<file path="src/rtl/stdcore_unpack.sv">
// Wide-word to sub-word unpacker: holds one input word and streams its valid
// sub-words out one per cycle. Define STDCORE_UNPACK_MSB_FIRST_EN to emit the MSB sub-word first.
module stdcore_unpack #(
    parameter int DW    = 8,
    parameter int RATIO = 4,
    parameter int SW    = $clog2(RATIO)
) (
    input  logic                clk,
    input  logic                arst_n,
    input  logic [RATIO*DW-1:0] p,
    input  logic [SW-1:0]       p_num,
    input  logic                p_val,
    output logic                p_rdy,
    output logic [DW-1:0]       c,
    output logic                c_last,
    output logic                c_val,
    input  logic                c_rdy
);

    typedef enum logic {
        EMPTY = 1'b0,
        HOLD  = 1'b1
    } state_t;

    state_t                state_reg, state_next;
    logic [SW-1:0]         index_reg, index_next;
    logic [SW-1:0]         limit_reg, limit_next;
    logic [RATIO*DW-1:0]   hold_reg,  hold_next;
    logic [DW-1:0]         c_reg,     c_next;

    logic [DW-1:0]         p_sub    [RATIO];
    logic [DW-1:0]         hold_sub [RATIO];
    logic [SW-1:0]         index_inc;
    logic                  accept;
    logic                  fire;

    // Sub-word i as seen by the consumer, for both the incoming and the held word
    genvar gi;
    generate
        for (gi = 0; gi < RATIO; gi++) begin : g_sub
`ifdef STDCORE_UNPACK_MSB_FIRST_EN
            assign p_sub[gi]    = p[(RATIO-gi)*DW-1 -: DW];
            assign hold_sub[gi] = hold_reg[(RATIO-gi)*DW-1 -: DW];
`else
            assign p_sub[gi]    = p[(gi+1)*DW-1 -: DW];
            assign hold_sub[gi] = hold_reg[(gi+1)*DW-1 -: DW];
`endif
        end
    endgenerate

    assign c_val     = (state_reg == HOLD);
    assign c_last    = c_val && (index_reg == limit_reg);
    assign c         = c_reg;
    assign fire      = c_val && c_rdy;
    assign p_rdy     = (state_reg == EMPTY) || (fire && c_last);
    assign accept    = p_val && p_rdy;
    assign index_inc = index_reg + SW'(1);

    always_ff @(posedge clk or negedge arst_n) begin
        if (!arst_n) begin
            state_reg <= EMPTY;
            index_reg <= '0;
            limit_reg <= '0;
            hold_reg  <= '0;
            c_reg     <= '0;
        end else begin
            state_reg <= state_next;
            index_reg <= index_next;
            limit_reg <= limit_next;
            hold_reg  <= hold_next;
            c_reg     <= c_next;
        end
    end

    // c is registered so it keeps its last value once the block drains to EMPTY
    always_comb begin
        state_next = state_reg;
        index_next = index_reg;
        limit_next = limit_reg;
        hold_next  = hold_reg;
        c_next     = c_reg;
        if (accept) begin
            state_next = HOLD;
            index_next = '0;
            limit_next = p_num;
            hold_next  = p;
            c_next     = p_sub[0];
        end else if (fire && c_last) begin
            state_next = EMPTY;
            index_next = '0;
        end else if (fire) begin
            index_next = index_inc;
            c_next     = hold_sub[index_inc];
        end
    end

`ifndef SYNTHESIS
    generate
        if (RATIO < (1 << SW)) begin : g_num_chk
            a_p_num_legal: assert property (@(posedge clk) disable iff (!arst_n)
                (p_val && p_rdy) |-> (int'(p_num) < RATIO));
        end
    endgenerate
`endif

endmodule
</file>
<file path="config.mk">
export PLATFORM = sky130hd
export DESIGN_NAME = stdcore_unpack
export DESIGN_NICKNAME = d
export VERILOG_FILES = /design/src/rtl/stdcore_unpack.sv
export SDC_FILE = /design/constraint.sdc
export NUM_CORES = 1
export LEC_CHECK = 0
export BUFFER_PORTS_ARGS = -buffer_cell sky130_fd_sc_hd__buf_2
export CAP_MARGIN = 25
export CORE_ASPECT_RATIO = 1.5
export CORE_MARGIN = 4
export CORE_UTILIZATION = 37
export CTS_BUF_LIST = sky130_fd_sc_hd__clkbuf_8
export DETAILED_ROUTE_END_ITERATION = 16
export GPL_ROUTABILITY_DRIVEN = 0
export PLACE_DENSITY_LB_ADDON = 0.08
export REMOVE_ABC_BUFFERS = 1
export SYNTH_ARGS = -nofsm -noshare
export SYNTH_HDL_FRONTEND = slang
export SYNTH_SLANG_ARGS = --single-unit
export TNS_END_PERCENT = 50
</file>
<file path="constraint.sdc">
create_clock -name clk -period 3.1 [get_ports clk]
set_input_delay 0.31 -clock clk [delete_from_list [all_inputs] [get_ports clk]]
set_output_delay 0.31 -clock clk [all_outputs]
set_load 0.01 [all_outputs]
</file>
# [Word level (Yosys, flattened, before mapping)]
# Cells that the tools add are included.
# W data, S select, Z words.
[totals] ff_bits=45 inputBits=38 output_inout_bits=11 elab_cells=31
[classes] addsub=1 magnitude_cmp=1 eq_ne=2 muxes=11 n_bitwise=2 reduce_logical=9
[op_table] cell="$mux W8" count=5
[op_table] cell="$bmux W8 S2" count=1
[op_table] cell="$mux W2" count=3
[op_table] cell="$logic_and A1 B1 Y1" count=4
[op_table] cell="$reduce_bool A2 Y1" count=2
[op_table] cell="$ge A3 B3 Y1 const B" count=1
[op_table] cell="$not A2 Y3" count=1
[op_table] cell="$reduce_bool A3 Y1" count=1
[op_table] cell="$add A2 B1 Y2 const B" count=1
[op_table] cell="$eq A2 B2 Y1" count=1
[op_table] cell="$mux W1" count=2
[op_table] cell="$ne A2 B2 Y1 const B" count=1
[op_table] cell="$reduce_and A2 Y1" count=1
[op_table] cell="$logic_or A1 B1 Y1" count=1
[op_table] cell="$not A1 Y1" count=1

# [Depth between registers and ports, before layout]
# Gate-level depths: netlist (run 1).
[logic_depth] word_depth=8 ltp_mapped=6

# [Least setup slack after synthesis (run 1)]
# No wires, ideal clock.
[synth_path] kind="reg-to-reg" startpoint="register state_reg (netlist: c_val)" endpoint="register c_reg[5] (netlist: c[5])" setup_ns=0.132 arrival_time_ns=1.505 slack_ns=1.463 path_stages_with_launch=6 synth_period_minus_slack_ns=1.637 cell_sequence="dfrtp_1 > clkbuf_1 > mux2_1 > o31ai_2 > buf_1 > o21ai_1"
[synth_via] elab_chain_cells=6
[synth_rtl] element="start: declaration" line="25" rtl="state_t state_reg, state_next;"
[synth_rtl] element="start signal: assignment" line="67" rtl="state_reg <= state_next;"
[synth_rtl] element="$logic_and A1 B1 Y1, on equally long branches" line="54, 52"
[synth_rtl] element="$logic_and A1 B1 Y1" line="55, 88"
[synth_rtl] element="$logic_or A1 B1 Y1" line="55" rtl="assign p_rdy = (state_reg == EMPTY) || (fire && c_last);"
[synth_rtl] element="$logic_and A1 B1 Y1" line="56" rtl="assign accept = p_val && p_rdy;"
[synth_rtl] element="$ne A2 B2 Y1 (no line) or $reduce_bool A2 Y1 (tied branches)"
[synth_rtl] element="$reduce_and A2 Y1 (no line)"
[synth_rtl] element="end signal: assignment" line="71" rtl="c_reg <= c_next;"
[synth_rtl] element="end: declaration" line="29" rtl="logic [DW-1:0] c_reg, c_next;"
# Parallel ways exist; a longest one is shown, timed or not.
# A chain may end at the register's enable or synchronous reset.

# [Worst setup path in the final report (run 1)]
[layout_path] startpoint="register index_reg[0]" endpoint="register hold_reg[7]"
[layout_via] elab_chain_cells=5
[layout_rtl] element="start: declaration" line="26" rtl="logic [SW-1:0] index_reg, index_next;"
[layout_rtl] element="start signal: assignment" line="68" rtl="index_reg <= index_next;"
[layout_rtl] element="$eq A2 B2 Y1" line="52" rtl="assign c_last = c_val && (index_reg == limit_reg);"
[layout_rtl] element="$logic_and A1 B1 Y1" line="52"
[layout_rtl] element="$logic_and A1 B1 Y1" line="55"
[layout_rtl] element="$logic_or A1 B1 Y1" line="55"
[layout_rtl] element="$logic_and A1 B1 Y1" line="56"
[layout_rtl] element="end signal: assignment" line="70" rtl="hold_reg <= hold_next;"
[layout_rtl] element="end: declaration" line="28" rtl="logic [RATIO*DW-1:0] hold_reg, hold_next;"
# No other way between the ends.

==> results of run 1 <==
==> through the flow <==
step	std cells	TNS, ns	area, um^2	setup WS [ns]	hold slack (ns)
3_3_place_gp	255	0	2480	1.00	0.465
4_1_cts	263	0	2580	0.918	0.220
5_1_grt	264	0	2610	0.823	0.0267
3_5_place_dp	255	0	2480	0.935	0.471
6_report	264	0	2610	0.929	-0.00155
2_1_floorplan	132	-0.433	2120	-0.0451	0.0144
==> cell usage in the layout (no fill, tap or decap) <==
| master | Yosys | layout |
|---|---|---|
| buf_2 | 1 | 48 |
| nand3b_1 | 1 | 1 |
| a31o_1 | 1 | 1 |
| nor2_1 | 2 | 2 |
| buf_16 | 0 | 1 |
| o21ba_1 | 1 | 1 |
| o21bai_1 | 1 | 1 |
| o32a_2 | 0 | 1 |
| inv_1 | 1 | 1 |
| nor3b_1 | 1 | 1 |
| mux2i_1 | 8 | 8 |
| mux2_4 | 32 | 32 |
| buf_12 | 3 | 1 |
| mux2_2 | 1 | 1 |
| and2_1 | 1 | 1 |
| nand2_1 | 12 | 12 |
| o21ai_1 | 8 | 8 |
| o31ai_2 | 1 | 1 |
| mux4_1 | 1 | 1 |
| clkinv_2 | 0 | 1 |
| clkbuf_8 | 0 | 7 |
| mux2_1 | 3 | 3 |
| mux4_2 | 7 | 7 |
| dfrtp_1 | 45 | 45 |
| a21o_1 | 1 | 1 |
| a22o_1 | 1 | 1 |
| buf_4 | 0 | 2 |
| xor2_1 | 2 | 2 |
==> kinds of logic (layout without fill, tap and decap cells) <==
kind of cell | count (synthesis) | in the layout | synth area share (%)
flops | 45 | 45 | 50.8
simple gates | 17 | 17 | 3.33
xor+xnor | 2 | 2 | 0.790
compound gates | 15 | 15 | 4.74
mux | 52 | 52 | 35.6
buf+inv | 10 | 61 | 4.79
==> metal layers <==
metal	up-vias	GRT usage, %	part of all wire, %	wire (um)
met2	32	19.8	48	2030
met5	-	0	0	0
met3	4	3.02	5.1	213
met1	634	16.1	45	1890
met4	0	4.34	1.2	52
li1	607	-	-	-
==> final cells by class <==
cell class	count	area, um^2	share of cell area (%)
clock buffer	7	96.3	3.69
timing repair buffer	52	303	11.6
multi-input combinational	86	987	37.8
tap	72	90.1	3.45
sequential	45	1130	43.1
inverter	1	3.75	0.144
clock inverter	1	5.00	0.192
==> power by group through the flow <==
stage,Combinational (mW),Clock (mW),Sequential (mW)
after floorplan,1.09,0,1.09
after global placement,1.37,0,1.10
after detailed placement,1.39,0,1.11
after CTS,1.40,0.413,1.10
after global routing,1.51,0.430,1.14
final,1.38,0.390,1.10
==> worst reg2reg max path, stage by stage (launching register included) <==
cell     delay, ns
dfrtp_1       0.70
xor2_1        0.32
o32a_2        0.35
buf_12        0.31
mux2_1        0.38
==> how the worst max path moves through the flow <==
stage / start / end / cells past startpoint
after floorplan: index_reg[1] / c[0] / 4
after global placement: index_reg[0] / hold_reg[6] / 4
after detailed placement: index_reg[0] / hold_reg[7] / 4
after CTS: index_reg[0] / hold_reg[7] / 4
after global routing: index_reg[0] / c[0] / 5
final: index_reg[0] / hold_reg[7] / 4
==> run_results.csv, run 1 <==
group,metric,value,unit
worst_setup_path,required,3.28,ns
cts,holdBufCountCts,0,
cts,cts_setup_buffers,0,
flow_run,drv_cap,0,
pwr,clockPowerShare,13.6,%
global_routing,grt_first_pass_wirelength,6980,um
worst_setup_path,reg2reg_depth,4,
floorplanning,die_h,103,um
pwr,combPwrFrac,48.1,%
cts,clk_path_buf_depth,2,
worst_setup_path,critPathBufInv,1,
logic_synthesis,synth_top_flop_cell,"dfrtp_1",
drt,drc,0,
worst_setup_path,crit_type,"reg -> reg",
global_routing,gr-total-overflow,0,
worst_setup_path,end_kind,"register",
timing,hold_viol_final,7,
cts,htree_levels,2,
pwr,leakagePower,1.34,nW
cells_and_area,fin_util,44.8,%
logic_synthesis,async_flop_share,100,%
place,post-dp-hpwl,2900,um
worst_setup_path,critPathArrivalTime,2.35,ns
place,port_buffers,48,
floorplanning,rows,34,
worst_setup_path,start_kind,"register",
timing,setup_violations,0,
cells_and_area,area_growth,17.7,%
cts,ctsResizeCount,0,
timing,slew_violations,0,
logic_synthesis,synth_top_area_share,50.8,%
pwr,power.share.sequential,38.3,%
worst_setup_path,timing.rr.start,"index_reg[0]",
global_routing,grt_pass1_vias,1408,
cells_and_area,nets,229,
drt,drtPass1Iterations,4,
cts,clk_latency,0.29,ns
run_status,failed_checks,"hold timing",
logic_synthesis,synth.avg_cell_area,15.7,um^2
cells_and_area,drive_gt1_share,53.1,%
logic_synthesis,synth_cell_types,28,
timing,finalCritPeriodShare,70.0,%
logic_synthesis,synthCells,141,
logic_synthesis,synth_common_cells,"dfrtp_1 (45), mux2_4 (32), nand2_1 (12), mux2i_1 (8), o21ai_1 (8)",
floorplanning,initial_utilization,38.1,%
timing,slew_headroom,58.2,%
worst_setup_path,timing.rr.end,"hold_reg[7]",
logic_synthesis,synth-seq-cells,45,
timing,worst_pin_slew,0.623,ns
worst_setup_path,ff2ff_setup_slack,0.93,ns
cts,numClockSinks,45,
worst_setup_path,critical-path-top-delay-family,"flip-flops",
timing,period_needed,2.17,ns
pwr,p_total,2.86,mW
logic_synthesis,ys_seq_area_share,50.8,%
floorplanning,die_area,7320,um^2
global_routing,grt_antenna_before_repair,0,
cells_and_area,antenna_cells,0,
pwr,cellPowerDensity,1100,nW/um^2
drt,ant_nets,0,
cts,cts_made_buffers,5,
drt,dr.first_iter.drc_count,38,
timing,whs,-0.00155,ns
pwr,power.net_switching,0.905,mW
cts,path_clk_slew,0.08,ns
cells_and_area,largest_reg_flops,32,
drt,vias,1277,
worst_setup_path,crit_path_max_fanout,37,
logic_synthesis,synth_most_common_cell,"dfrtp_1",
floorplanning,io_pins,49,
floorplanning,die-width,71.2,um
pwr,sw_frac_of_total,31.6,%
worst_setup_path,path_cells,"xor2_1 > o32a_2 > buf_12 > mux2_1",
drt,wl_per_cell,15.8,um
floorplanning,core_region_area,5830,um^2
cts,root_buffer,"clkbuf_8",
pwr,ir_drop,0.463,mV
min_path,min_path_type,"in -> async",
logic_synthesis,synth_edf_count,0,
pwr,intPower,1.96,mW
worst_setup_path,slowest_delay,0.70,ns
global_routing,grt_max_degree,46,
run_status,status,"finished with violations",
timing,rsz0062_at_grt,"false",
global_routing,grt_usage,12.3,%
logic_synthesis,yosys_warnings,0,
drt,via_per_inst,4.84,
cts,cts_tree,"done",
timing,fmax,461,MHz
drt,drt-total-wl,4180,um
timing,fin_worst_skew,0.00451,ns
worst_setup_path,cp_slowest_cell,"dfrtp_1",
logic_synthesis,synth_area_leaders,"dfrtp_1 (51%), mux2_4 (22%), mux4_2 (7.1%)",
cells_and_area,n_fill_cell,548,
logic_synthesis,yosysTopAreaCell,"dfrtp_1",
logic_synthesis,synth_area,2220,um^2
Power figures use the tool's default switching activity.
==> run 2: changes to the inputs <==
Clock period 3.1 ns to 1.95 ns, I/O delays scaled along.
==> run 2 against run 1 <==
The flow now finishes without violations. Routed wire length grew 4.2%. Via count rose by 2.0%. Flip-flop and latch count did not move. Combinational power grew 68%. Clock power is 73% higher.
==> run_results.csv, run 2 (synthesis gave the netlist of run 1 again) <==
group,metric,value,unit
run_status,status,"complete, no violations",
worst_setup_path,start_kind,"register",
cells_and_area,final_cells,267,
worst_setup_path,timing.rr.start,"limit_reg[0]",
timing,whs,0.123,ns
min_path,min_path_type,"in -> reg",
place,port_buffers,48,
pwr,ir_drop,0.638,mV
drt,drtPass1Iterations,2,
place,dp.cells,259,
timing,setup_violations,0,
timing,worst_pin_slew,0.566,ns
floorplanning,rows,34,
drt,dr.first_iter.drc_count,38,
cts,cts_setup_buffers,0,
floorplanning,die_h,103,um
cells_and_area,drive_gt1_share,53.8,%
cts,htree_levels,2,
timing,fin_worst_skew,0.00734,ns
drt,drc,0,
cells_and_area,mostFrequentLayoutCell,"buf_2",
floorplanning,core_region_area,5830,um^2
cts,cts_made_buffers,5,
timing,finalCritPeriodShare,94.1,%
cells_and_area,mostFrequentLayoutCells,"buf_2 (48), dfrtp_1 (45), mux2_4 (32)",
drt,ant_nets,0,
timing,hold_viol_final,0,
cells_and_area,finalInstanceArea,2650,um^2
pwr,p_total,4.68,mW
timing,tns,0,ns
global_routing,grt_use_met3,3.41,%
drt,vias,1303,
place,post-place-ws,0.116,ns
pwr,leakagePower,1.36,nW
cts,clk_latency,0.29,ns
cts,root_buffer,"clkbuf_8",
timing,period_needed,1.84,ns
drt,drt-total-wl,4350,um
cells_and_area,nets,233,
cells_and_area,largest_reg_flops,32,
cells_and_area,antenna_cells,0,
global_routing,busiest_layer,"met2",
timing,slew_headroom,62.2,%
worst_setup_path,crit_type,"reg -> reg",
place,placed_area,2520,um^2
flow_run,drv_cap,0,
cts,clk_path_buf_depth,2,
worst_setup_path,reg2reg_depth,4,
min_path,whs_endpoint,"hold_reg[22]",
min_path,min_path_cells,2,
worst_setup_path,required,2.13,ns
cts,cts_tree,"done",
global_routing,grt_pass1_vias,1448,
drt,via_per_inst,4.88,
floorplanning,initial_utilization,38.1,%
global_routing,grt_usage,12.7,%
global_routing,gr-total-overflow,0,
timing,slew_violations,0,
place,post-dp-hpwl,3150,um
worst_setup_path,cp-startpoint,"limit_reg[0]",
global_routing,grt_antenna_before_repair,0,
cts,numClockSinks,45,
drt,wl_per_cell,16.3,um
timing,rsz0062_at_grt,"false",
cells_and_area,fin_util,45.4,%
timing,fmax,545,MHz
min_path,hold_path.startpoint,"p[22]",
cells_and_area,area_growth,19.3,%
worst_setup_path,timing.rr.end,"hold_reg[7]",
worst_setup_path,end_kind,"register",
worst_setup_path,ff2ff_setup_slack,0.11,ns
timing,fin_ws,0.114,ns
global_routing,grtUsageMet1,16.1,%
global_routing,met2_usage,21.0,%
global_routing,grt_max_degree,38,
global_routing,grt_first_pass_wirelength,7210,um
worst_setup_path,crit_path_max_fanout,37,
worst_setup_path,critPathArrivalTime,2.01,ns
cts,path_clk_slew,0.09,ns
floorplanning,io_pins,49,
pwr,cellPowerDensity,1770,nW/um^2
floorplanning,die-width,71.2,um
floorplanning,die_area,7320,um^2
==> run 2: cell types whose count changed in the layout (fill, tap and decap cells not counted), sizes merged <==
cell | previous run | this run
buf | 52 | 55
bufinv | 0 | 1
dlygate4sd3 | 0 | 1
clkbuf | 7 | 5
==> run 2: cell type report <==
type | instances | area [um^2]
repair buffers | 56 | 328
clock inverters | 2 | 35.0
multi-input cells | 86 | 995
clock buffers | 5 | 68.8
well taps | 72 | 90.1
inverters | 1 | 3.75
flip-flops and latches | 45 | 1130
fillers | 540 | 3180
==> run 2: how the worst max path moves through the flow <==
stage	endpoint	slack [ns]	cells past startpoint
after global placement	hold_reg[6]	0.15	4
after CTS	hold_reg[7]	0.09	4
after detailed placement	hold_reg[7]	0.12	4
after global routing	c[3]	0.0003	5
final	hold_reg[7]	0.11	4
after floorplan	c[0]	-1.20	4
==> run 2: power by group <==
group          switching [mW]  internal, mW
Clock                   0.303         0.373
Sequential              0.266          1.42
Combinational           0.903          1.41
Total                    1.47          3.21
==> run 2: critical path: stages, from the launching register on <==
cell	delay (ns)
dfrtp_1	0.41
xor2_1	0.28
o32a_2	0.36
buf_12	0.30
mux2_1	0.35
==> run 2: what timing repair did <==
action	CTS	global route
hold buffers	1	0
hold endpoints to repair	22	0
resized for setup	0	1
endpoints found under the setup margin	0	36
==> run 2: metal layers <==
layer | vias up | share of wire, %
met3 | 5 | 5.4
li1 | 616 | -
met1 | 650 | 42
met4 | 0 | 1.5
met5 | - | 0
met2 | 32 | 51
